## config.mk

```make
export PLATFORM = sky130hd
export DESIGN_NAME = pipelined_barrel_shifter
export DESIGN_NICKNAME = d
export VERILOG_FILES = /design/src/rtl/alu_pkg.sv /design/src/rtl/shift_stage.sv /design/src/rtl/pipelined_barrel_shifter.sv
export SDC_FILE = /design/constraint.sdc
export NUM_CORES = 1
export LEC_CHECK = 0
export CAP_MARGIN = 20
export CELL_PAD_IN_SITES_DETAIL_PLACEMENT = 0
export CELL_PAD_IN_SITES_GLOBAL_PLACEMENT = 1
export CORE_ASPECT_RATIO = 1.1
export CORE_UTILIZATION = 37
export CTS_CLUSTER_SIZE = 20
export DETAILED_ROUTE_END_ITERATION = 16
export PLACE_DENSITY = 0.87
export SYNTH_ARGS = -nofsm -noshare
export SYNTH_HDL_FRONTEND = slang
export SYNTH_SLANG_ARGS = --single-unit
```

## constraint.sdc

```tcl
create_clock -name clk -period 2.55 [get_ports clk]
set_input_delay 0.51 -clock clk [delete_from_list [all_inputs] [get_ports clk]]
set_output_delay 0.51 -clock clk [all_outputs]
set_load 0.03 [all_outputs]
```

## src/rtl/alu_pkg.sv

```systemverilog
// Shared types for the ALU shifter datapath: opcode encoding, per-beat control
// flags and the rule that spreads the mux levels across pipeline stages.
package alu_pkg;

    localparam int SHIFT_OP_W = 3;

    typedef enum logic [SHIFT_OP_W-1:0] {
        SLL = 3'b000,
        SRL = 3'b001,
        SRA = 3'b010,
        ROL = 3'b011,
        ROR = 3'b100
    } shift_op_e;

    typedef struct packed {
        logic [SHIFT_OP_W-1:0] op;
        logic                  big;
        logic                  carry;
        logic                  sign;
        logic                  err;
        logic                  zero;
    } shift_ctrl_t;

    function automatic logic shift_op_legal(input logic [SHIFT_OP_W-1:0] op);
        return op <= ROR;
    endfunction

    // Levels are handed out by ceil division, highest weight in stage 0.
    function automatic int stage_level_hi(input int l, input int stages, input int s);
        return l - 1 - s * ((l + stages - 1) / stages);
    endfunction

    function automatic int stage_level_lo(input int l, input int stages, input int s);
        int lo;
        lo = l - (s + 1) * ((l + stages - 1) / stages);
        return (lo < 0) ? 0 : lo;
    endfunction

endpackage

```

## src/rtl/shift_stage.sv

```systemverilog
// One pipeline stage of the shifter: mux levels LEVEL_HI down to LEVEL_LO plus
// the carry update. An empty range (LEVEL_LO > LEVEL_HI) passes the beat through.
module shift_stage
    import alu_pkg::*;
#(
    parameter int WIDTH    = 32,
    parameter int LEVEL_LO = 0,
    parameter int LEVEL_HI = 0
) (
    input  logic [WIDTH-1:0]         y_in,
    input  logic [$clog2(WIDTH)-1:0] amt_in,
    input  shift_ctrl_t              ctrl_in,
    output logic [WIDTH-1:0]         y_out,
    output logic [$clog2(WIDTH)-1:0] amt_out,
    output shift_ctrl_t              ctrl_out
);

    localparam int NLVL = (LEVEL_HI >= LEVEL_LO) ? (LEVEL_HI - LEVEL_LO + 1) : 0;

    logic [WIDTH-1:0] y_chain [NLVL+1];
    logic             c_chain [NLVL+1];

    assign y_chain[0] = y_in;
    assign c_chain[0] = ctrl_in.carry;

    for (genvar g = 0; g < NLVL; g++) begin : g_lvl
        localparam int LVL = LEVEL_HI - g;
        localparam int SH  = 1 << LVL;

        logic [WIDTH-1:0] p;
        logic [WIDTH-1:0] q;
        logic             c;

        assign p = y_chain[g];

        // Every applied level overwrites the carry, so the lowest applied
        // weight leaves exactly the last bit that fell off the end.
        always_comb begin
            q = p;
            c = c_chain[g];
            if (amt_in[LVL]) begin
                case (ctrl_in.op)
                    SLL: begin
                        q = p << SH;
                        c = p[WIDTH-SH];
                    end
                    SRL: begin
                        q = p >> SH;
                        c = p[SH-1];
                    end
                    SRA: begin
                        q = ctrl_in.sign ? ~(~p >> SH) : (p >> SH);
                        c = p[SH-1];
                    end
                    ROL: begin
                        q = (p << SH) | (p >> (WIDTH - SH));
                        c = q[0];
                    end
                    ROR: begin
                        q = (p >> SH) | (p << (WIDTH - SH));
                        c = q[WIDTH-1];
                    end
                    default: ;
                endcase
            end
        end

        assign y_chain[g+1] = q;
        assign c_chain[g+1] = c;
    end

    always_comb begin
        ctrl_out       = ctrl_in;
        ctrl_out.carry = c_chain[NLVL];
    end

    assign y_out   = y_chain[NLVL];
    assign amt_out = amt_in;

endmodule

```

## src/rtl/pipelined_barrel_shifter.sv

```systemverilog
// Pipelined shift/rotate unit with saturating amounts and carry/zero/err flags.
// Handshake: a beat moves into a stage when the upstream side is valid and the
// stage is ready; a stage is ready when it is empty or its successor is ready.
module pipelined_barrel_shifter
    import alu_pkg::*;
#(
    parameter int WIDTH  = 32,
    parameter int STAGES = 2
) (
    input  logic                  clk,
    input  logic                  rst,
    input  logic                  in_valid,
    output logic                  in_ready,
    input  logic [WIDTH-1:0]      in_a,
    input  logic [WIDTH-1:0]      in_b,
    input  logic [SHIFT_OP_W-1:0] in_op,
    output logic                  out_valid,
    input  logic                  out_ready,
    output logic [WIDTH-1:0]      out_y,
    output logic                  out_carry,
    output logic                  out_zero,
    output logic                  out_err
);

    localparam int L = $clog2(WIDTH);

    typedef struct packed {
        logic [WIDTH-1:0] y;
        logic [L-1:0]     amt;
        shift_ctrl_t      ctrl;
    } stage_payload_t;

    stage_payload_t entry;
    stage_payload_t d [STAGES];
    stage_payload_t q [STAGES];
    logic [STAGES-1:0] valid_q;
    logic [STAGES-1:0] v_in;
    logic [STAGES:0]   rdy;

    logic big;
    assign big = |in_b[WIDTH-1:L];

    // Saturated and illegal cases are resolved up front; clearing the amount
    // lets the mux stages pass them through untouched.
    always_comb begin
        entry            = '0;
        entry.y          = in_a;
        entry.amt        = in_b[L-1:0];
        entry.ctrl.op    = in_op;
        entry.ctrl.big   = big;
        entry.ctrl.sign  = in_a[WIDTH-1];
        if (!shift_op_legal(in_op)) begin
            entry.ctrl.err = 1'b1;
            entry.amt      = '0;
        end else if (big) begin
            case (in_op)
                SLL, SRL: begin
                    entry.y   = '0;
                    entry.amt = '0;
                end
                SRA: begin
                    entry.y          = {WIDTH{in_a[WIDTH-1]}};
                    entry.ctrl.carry = in_a[WIDTH-1];
                    entry.amt        = '0;
                end
                default: ;
            endcase
        end
    end

    always_comb begin
        rdy         = '0;
        v_in        = '0;
        rdy[STAGES] = out_ready;
        for (int k = STAGES - 1; k >= 0; k--) begin
            rdy[k] = !valid_q[k] || rdy[k+1];
        end
        v_in[0] = in_valid;
        for (int k = 1; k < STAGES; k++) begin
            v_in[k] = valid_q[k-1];
        end
    end

    for (genvar k = 0; k < STAGES; k++) begin : g_stage
        localparam bit LAST = (k == STAGES - 1);

        stage_payload_t   src;
        logic [WIDTH-1:0] y_o;
        logic [L-1:0]     amt_o;
        shift_ctrl_t      ctrl_o;
        shift_ctrl_t      ctrl_fix;

        if (k == 0) begin : g_head
            assign src = entry;
        end else begin : g_body
            assign src = q[k-1];
        end

        shift_stage #(
            .WIDTH    (WIDTH),
            .LEVEL_LO (stage_level_lo(L, STAGES, k)),
            .LEVEL_HI (stage_level_hi(L, STAGES, k))
        ) u_shift_stage (
            .y_in     (src.y),
            .amt_in   (src.amt),
            .ctrl_in  (src.ctrl),
            .y_out    (y_o),
            .amt_out  (amt_o),
            .ctrl_out (ctrl_o)
        );

        always_comb begin
            ctrl_fix      = ctrl_o;
            ctrl_fix.zero = LAST ? (y_o == '0) : 1'b0;
        end

        assign d[k] = {y_o, amt_o, ctrl_fix};
    end

    always_ff @(posedge clk or posedge rst) begin
        if (rst) begin
            valid_q <= '0;
            for (int k = 0; k < STAGES; k++) begin
                q[k] <= '0;
            end
        end else begin
            for (int k = 0; k < STAGES; k++) begin
                if (rdy[k]) begin
                    valid_q[k] <= v_in[k];
                    if (v_in[k]) begin
                        q[k] <= d[k];
                    end
                end
            end
        end
    end

    assign in_ready  = rdy[0] && !rst;
    assign out_valid = valid_q[STAGES-1];
    assign out_y     = q[STAGES-1].y;
    assign out_carry = q[STAGES-1].ctrl.carry;
    assign out_zero  = q[STAGES-1].ctrl.zero;
    assign out_err   = q[STAGES-1].ctrl.err;

endmodule

```

## Word level (Yosys, flattened, before mapping)

Cells that the tools add are included.

- Bits in registers: 77
- Input port bits: 71
- Output and inout bits: 37
- Logic and storage cells: 89

- Order comparisons: 1
- Equal/unequal tests: 8
- Multiplexer cells: 33
- Bitwise gates (word level): 19
- Reduce and logical (&&, ||, !) cells: 16

Operators by type and width:

| cell | number |
|---|---|
| $pmux W32 S5 | 4 |
| $mux W32 | 11 |
| $not A32 Y32 | 5 |
| $pmux W32 S4 | 1 |
| $pmux W37 S2 | 1 |
| $mux W37 | 1 |
| $logic_not A32 Y1 | 1 |
| $not A16 Y32 | 1 |
| $not A24 Y32 | 1 |
| $not A28 Y32 | 1 |
| $not A30 Y32 | 1 |
| $not A31 Y32 | 1 |
| $or A24 B32 Y32 | 1 |
| $or A28 B32 Y32 | 1 |
| $or A30 B32 Y32 | 1 |
| $or A31 B32 Y32 | 1 |
| $or A32 B1 Y32 | 1 |
| $or A32 B16 Y32 | 1 |
| $or A32 B2 Y32 | 1 |
| $or A32 B4 Y32 | 1 |
| $or A32 B8 Y32 | 1 |
| $reduce_or A27 Y1 | 1 |
| $pmux W1 S4 | 5 |
| $eq A3 B2 Y1 const B | 4 |
| 11 further kinds | 29 |

## Longest topological paths before layout

Gate-level depths: netlist of the first run.

- Depth after elaboration: 20
- Depth in mapped cells: 12
- Gate-level depth less buffers: 8

## Modules after synthesis

Synthesis of the first run repeated with hierarchy kept, for this count alone.

- Cells, all modules: 961
- Area total of the unflattened synthesis: 8,491.9 sq um

Modules (own cells, without submodules):

| module | times used | cells an instance | area each (sq um) | sequential area each (sq um) |
|---|---|---|---|---|
| pipelined_barrel_shifter | 1 | 253 | 3,557.2 | 2,026.9 |
| shift_stage at g_stage[0].u_shift_stage | 1 | 482 | 3,065.4 | 0.0 |
| shift_stage at g_stage[1].u_shift_stage | 1 | 226 | 1,869.3 | 0.0 |

## Least setup slack after synthesis of the first run

No wires, ideal clock.

- Path type: input to register
- Start: input in_b[15]
- End: register q, in the netlist g_stage[1].src[16]
- Arrival time: 2,510 ps
- Data required time: 2,427 ps
- Slack: -83 ps
- Stages on the path: 9
- Cell sequence: nor4_1 > and4_1 > buf_2 > a211oi_2 > buf_2 > a222oi_1 > mux2i_1 > a221o_1 > o221a_2

- Longest elaborated chain between the ends: 18
- Elaborated cells on any way between the ends: 24
- Classes of those cells: 12 x mux; 11 x bitwise; 1 x reduce/logical

RTL lines:

| element | line | text |
|---|---|---|
| from (decl) | pipelined_barrel_shifter.sv:15 | `input logic [WIDTH-1:0] in_b,` |
| $reduce_or A27 Y1 (*) | pipelined_barrel_shifter.sv:41 | `assign big = \|in_b[WIDTH-1:L];` |
| $mux W37 (*) | pipelined_barrel_shifter.sv:55 | `end else if (big) begin` |
| $mux W32 | pipelined_barrel_shifter.sv:52 | `if (!shift_op_legal(in_op)) begin` |
| $not A32 Y32 | shift_stage.sv:52 | `q = ctrl_in.sign ? ~(~p >> SH) : (p >> SH);` |
| $not A16 Y32 | shift_stage.sv:52 |  |
| $mux W32 | shift_stage.sv:52 |  |
| $pmux W32 S4 | shift_stage.sv:42 | `case (ctrl_in.op)` |
| $mux W32 | shift_stage.sv:41 | `if (amt_in[LVL]) begin` |
| (+2 left out) | n/a |  |
| $mux W32 | shift_stage.sv:52 |  |
| $pmux W32 S5 | shift_stage.sv:42 |  |
| $mux W32 | shift_stage.sv:41 |  |
| $not A32 Y32 | shift_stage.sv:52 |  |
| $not A28 Y32 | shift_stage.sv:52 |  |
| $mux W32 | shift_stage.sv:52 |  |
| $pmux W32 S5 | shift_stage.sv:42 |  |
| $mux W32 (*) | shift_stage.sv:41 |  |
| to (signal, indexed assignment) | pipelined_barrel_shifter.sv:131 | `q[k] <= d[k];` |
| to (decl) | pipelined_barrel_shifter.sv:35 | `stage_payload_t q [STAGES];` |

Mark *: on every way between the ends. The rest lies on a longest branch, timed or not.
A chain may end at the register's enable or synchronous reset.

## Final worst setup path of the first run

- Start: register q, in the netlist g_stage[1].src[6]
- End: register q, in the netlist out_zero

- Longest elaborated chain between the ends: 9
- Elaborated cells on any way between the ends: 15
- Classes of those cells: 4 x eq/ne; 5 x mux; 4 x bitwise; 2 x reduce/logical

RTL lines:

| element | line | text |
|---|---|---|
| $eq A3 B3 Y1, or another cell as far along | shift_stage.sv:42 |  |
| $pmux W32 S5 | shift_stage.sv:42 |  |
| $mux W32 | shift_stage.sv:41 |  |
| $not A32 Y32 | shift_stage.sv:52 |  |
| $not A31 Y32 | shift_stage.sv:52 |  |
| $mux W32 | shift_stage.sv:52 |  |
| $pmux W32 S5 | shift_stage.sv:42 |  |
| $mux W32 (*) | shift_stage.sv:41 |  |
| $logic_not A32 Y1 (*) | pipelined_barrel_shifter.sv:114 | `ctrl_fix.zero = LAST ? (y_o == '0) : 1'b0;` |

Marks and branches as above.

==> results of run 1 <==
==> metrics by stage <==
stage / hold slack (ps) / cells
after global placement: 460.4 / 1470
after CTS: 482.1 / 1501
final: 479.0 / 1524
after floorplan: 446.0 / 936
after global routing: 508.0 / 1524
after detailed placement: 468.8 / 1470
==> layout make-up <==
cell class	count	area, um2
well taps	247	309.0
clock buffers	13	260.3
clock inverters	3	67.56
fillers	1595	7199
repair buffers	413	3550
inverters	12	45.04
multi-input cells	759	5739
flip-flops and latches	77	1928
==> critical path, cell delays in order, from the launching register on <==
cell and delay, ps:
dfrtp_1 390, buf_6 180, buf_12 130, xor2_4 170, buf_4 140, nor2_4 40
a221oi_2 270, nor2_2 90, a221o_1 360, nor4b_2 270, nand4_1 210, o31ai_2 270
==> kinds of logic (layout without fill, tap and decap cells) <==
logic type	count (synthesis)	after routing	share of synthesized area, %
and+or+nand+nor	302	302	19.95
AOI/OAI and AO/OA	402	402	39.51
xor gates and xnor gates	5	5	0.7110
DFF	77	77	26.70
muxes	50	50	7.420
buffers and inverters	100	441	5.704
==> metal layers <==
layer,vias up,global-route usage (%),part of all wire (%)
met5,-,0,0
met4,0,16.01,6.7
met3,184,4.124,8.5
met2,674,49.87,47
met1,4533,35.49,37
li1,4352,-,-
==> placed cells by master, fill, tap and decap left out, types with 12 or more instances in the layout <==
cell             synthesis  routed
a22oi_1                 25      18
nand3_1                 28      26
a21oi_1                 72      62
buf_6                    0      20
nand2_1                110     105
buf_12                   0      16
buf_4                    2     268
mux2i_1                 22      20
nor2_1                  62      50
o21ai_0                 67      49
and2_1                  17      16
a221o_1                 12      12
a31oi_1                 26      20
a222oi_1                12      12
dfrtp_1                 77      76
a221oi_2                 1      17
clkdlybuf4s50_1          0      77
clkbuf_2                 0      19
mux2_2                  28      28
o211ai_1                35      35
o21ai_1                  6      17
nor3_1                  24      13
==> worst max path at each step <==
stage                     cells past startpoint                 end  slack (ps)
after detailed placement                     11  g_stage[1].src[28]        -760
after CTS                                    12            out_zero         -90
after floorplan                               9  g_stage[1].src[25]          10
after global placement                       12  g_stage[1].src[28]        -670
after global routing                         10            out_zero        -170
final                                        11            out_zero         -90
==> what timing repair did <==
| action | CTS | global route |
|---|---|---|
| setup endpoints to repair | 35 | 38 |
| pin swaps | 36 | 58 |
| cloned | 2 | 1 |
| buffers inserted | 13 | 25 |
| resized for setup | 129 | 159 |
| endpoints found under the hold margin | 0 | 0 |
==> state kept, by name (all words and copies together), names as in the netlist <==
| signal | count |
|---|---|
| valid_q | 2 |
| out_carry | 1 |
| g_stage.src | 40 |
| out_zero | 1 |
| out_y | 32 |
| out_err | 1 |
==> power by group through the flow <==
stage	Sequential [uW]	Combinational, uW	Clock, uW
2_1_floorplan	2250	1670	0
3_3_place_gp	1870	3910	0
3_5_place_dp	1890	3970	0
4_1_cts	1870	4130	1410
5_1_grt	1930	4730	1470
6_report	1880	4450	1400
==> flow_summary.json, run 1 <==
{
  "status": "finished with violations",
  "violations": "setup timing",
  "sw_frac_of_total_pct": 40.22,
  "yosys.area.top_type": "dfrtp_1",
  "hold_buffers": 0,
  "crit_path_start_kind": "register",
  "clock_sinks": 77,
  "vias": 9743,
  "cts_buffer_depth": 2,
  "gp_congestion": 1.021,
  "period_share_pct": 103.4,
  "io-pin-count": 108,
  "yosysMostFrequentCell": "nand2_1",
  "drc": 0,
  "hold_path.startpoint": "out_y[24]",
  "timing.fmax_mhz": 379.3,
  "cts_tree": "built",
  "syn_avg_cell_area_um2": 7.710,
  "synth_seq_area_share_pct": 26.70,
  "drive_above_1_share_pct": 40.72,
  "required_ps": 2790,
  "intPower_uw": 4624,
  "final_util_pct": 62.30,
  "synth_top_area_share_pct": 26.70,
  "synth_commonest_cells": "110 x nand2_1, 77 x dfrtp_1, 72 x a21oi_1",
  "p_comb_share_pct": 57.6,
  "pwr-share-clk_pct": 18.1,
  "crit_start": "g_stage[1].src[6]",
  "syn_to_final_growth_pct": 64.87,
  "hold-path-endpoint": "out_y[24]",
  "firstDrtPassIters": 8,
  "antenna_cells": 0,
  "htree_levels": 3,
  "ff2ff_path_depth": 11,
  "seqPwrFrac_pct": 24.3,
  "grt_overflow": 0,
  "grt_pass1_wl_mm": 46.96,
  "clk_pin_slew_ps": 60,
  "core_um2": 19100,
  "synth_cell_type_count": 78,
  "syn_nets": 1007,
  "grt_max_degree": 78,
  "static-leakage-power_uw": 0.004946,
  "period_needed_ps": 2636,
  "critPathCaptureType": "register",
  "syn_inst": 936,
  "grt_pass1_vias": 8965,
  "ant_nets": 0,
  "die_w_um": 135.2,
  "powerDensity_nw_per_um2": 650.0,
  "worstSetupPathType": "reg -> reg",
  "tightest_slew_ps": 501.2,
  "rows": 53,
  "via_per_inst": 6.393,
  "preCtsSetupSlack_ps": -755.6,
  "grt_use_total_pct": 29.32,
  "ys_warn_count": 0,
  "placed_area_um2": 10490,
  "cp_max_fo": 5,
  "antenna_found_initial": 0,
  "r2r_end": "out_zero",
  "ys_seq_elements": 77,
  "drt_iter0_drc": 1045,
  "wl_mm": 31.15,
  "nets": 1343,
  "ys.flop_type": "dfrtp_1",
  "r2r_setup_slack_ps": -90,
  "cts_buffers": 9,
  "max_slew_margin_pct": 66.47,
  "cts_root_buf": "clkbuf_16",
  "power.total_uw": 7734,
  "setup_violations": 2,
  "fp.dieH_um": 148.5,
  "maxCapViolations": 0,
  "finalWorstSetupSlack_ps": -86.21,
  "worstSkewPairLatency_ps": 340,
  "ir_worst_vdd_mv": 0.6097,
  "switchingPower_uw": 3111,
  "place_hpwl_mm": 22.40,
  "fin_setup_tns_ps": -100.4,
  "ys_top_cells_by_area": "dfrtp_1 27%, nand2_1 5.7%, a21oi_1 5.0%",
  "wl_per_cell_um": 20.44,
  "die-area_um2": 20070,
  "syn_area_um2": 7217,
  "maxSlewViolCount": 0,
  "crit_arrival_ps": 2880,
  "clock_skew_ps": 7.190,
  "min_delay_path_depth": 2,
  "reg2reg_from": "g_stage[1].src[6]",
  "io_buffers": 107,
  "synthArstFlopShare_pct": 100.0,
  "floorplan.initialDensity_pct": 37.79,
  "final_area_um2": 11900,
  "rsz0062_at_grt": "true",
  "hold_viol": 0,
  "synth_edf_count": 0,
  "hp-class": "reg -> reg"
}
(Power assumes the default switching activity.)
==> inputs of run 2 (changes only) <==
--- a/constraint.sdc
+++ b/constraint.sdc
@@ -3,2 +3,2 @@
 set_output_delay 0.51 -clock clk [all_outputs]
-set_load 0.03 [all_outputs]
+set_load 0.01 [all_outputs]
==> results of run 2 <==
The final DEF is identical to that of run 1. Status: finished with violations: setup timing.
Among the figures that moved: total power 7734 uW -> 7382 uW; worst IR drop on VDD 0.6097 mV -> 0.5478 mV
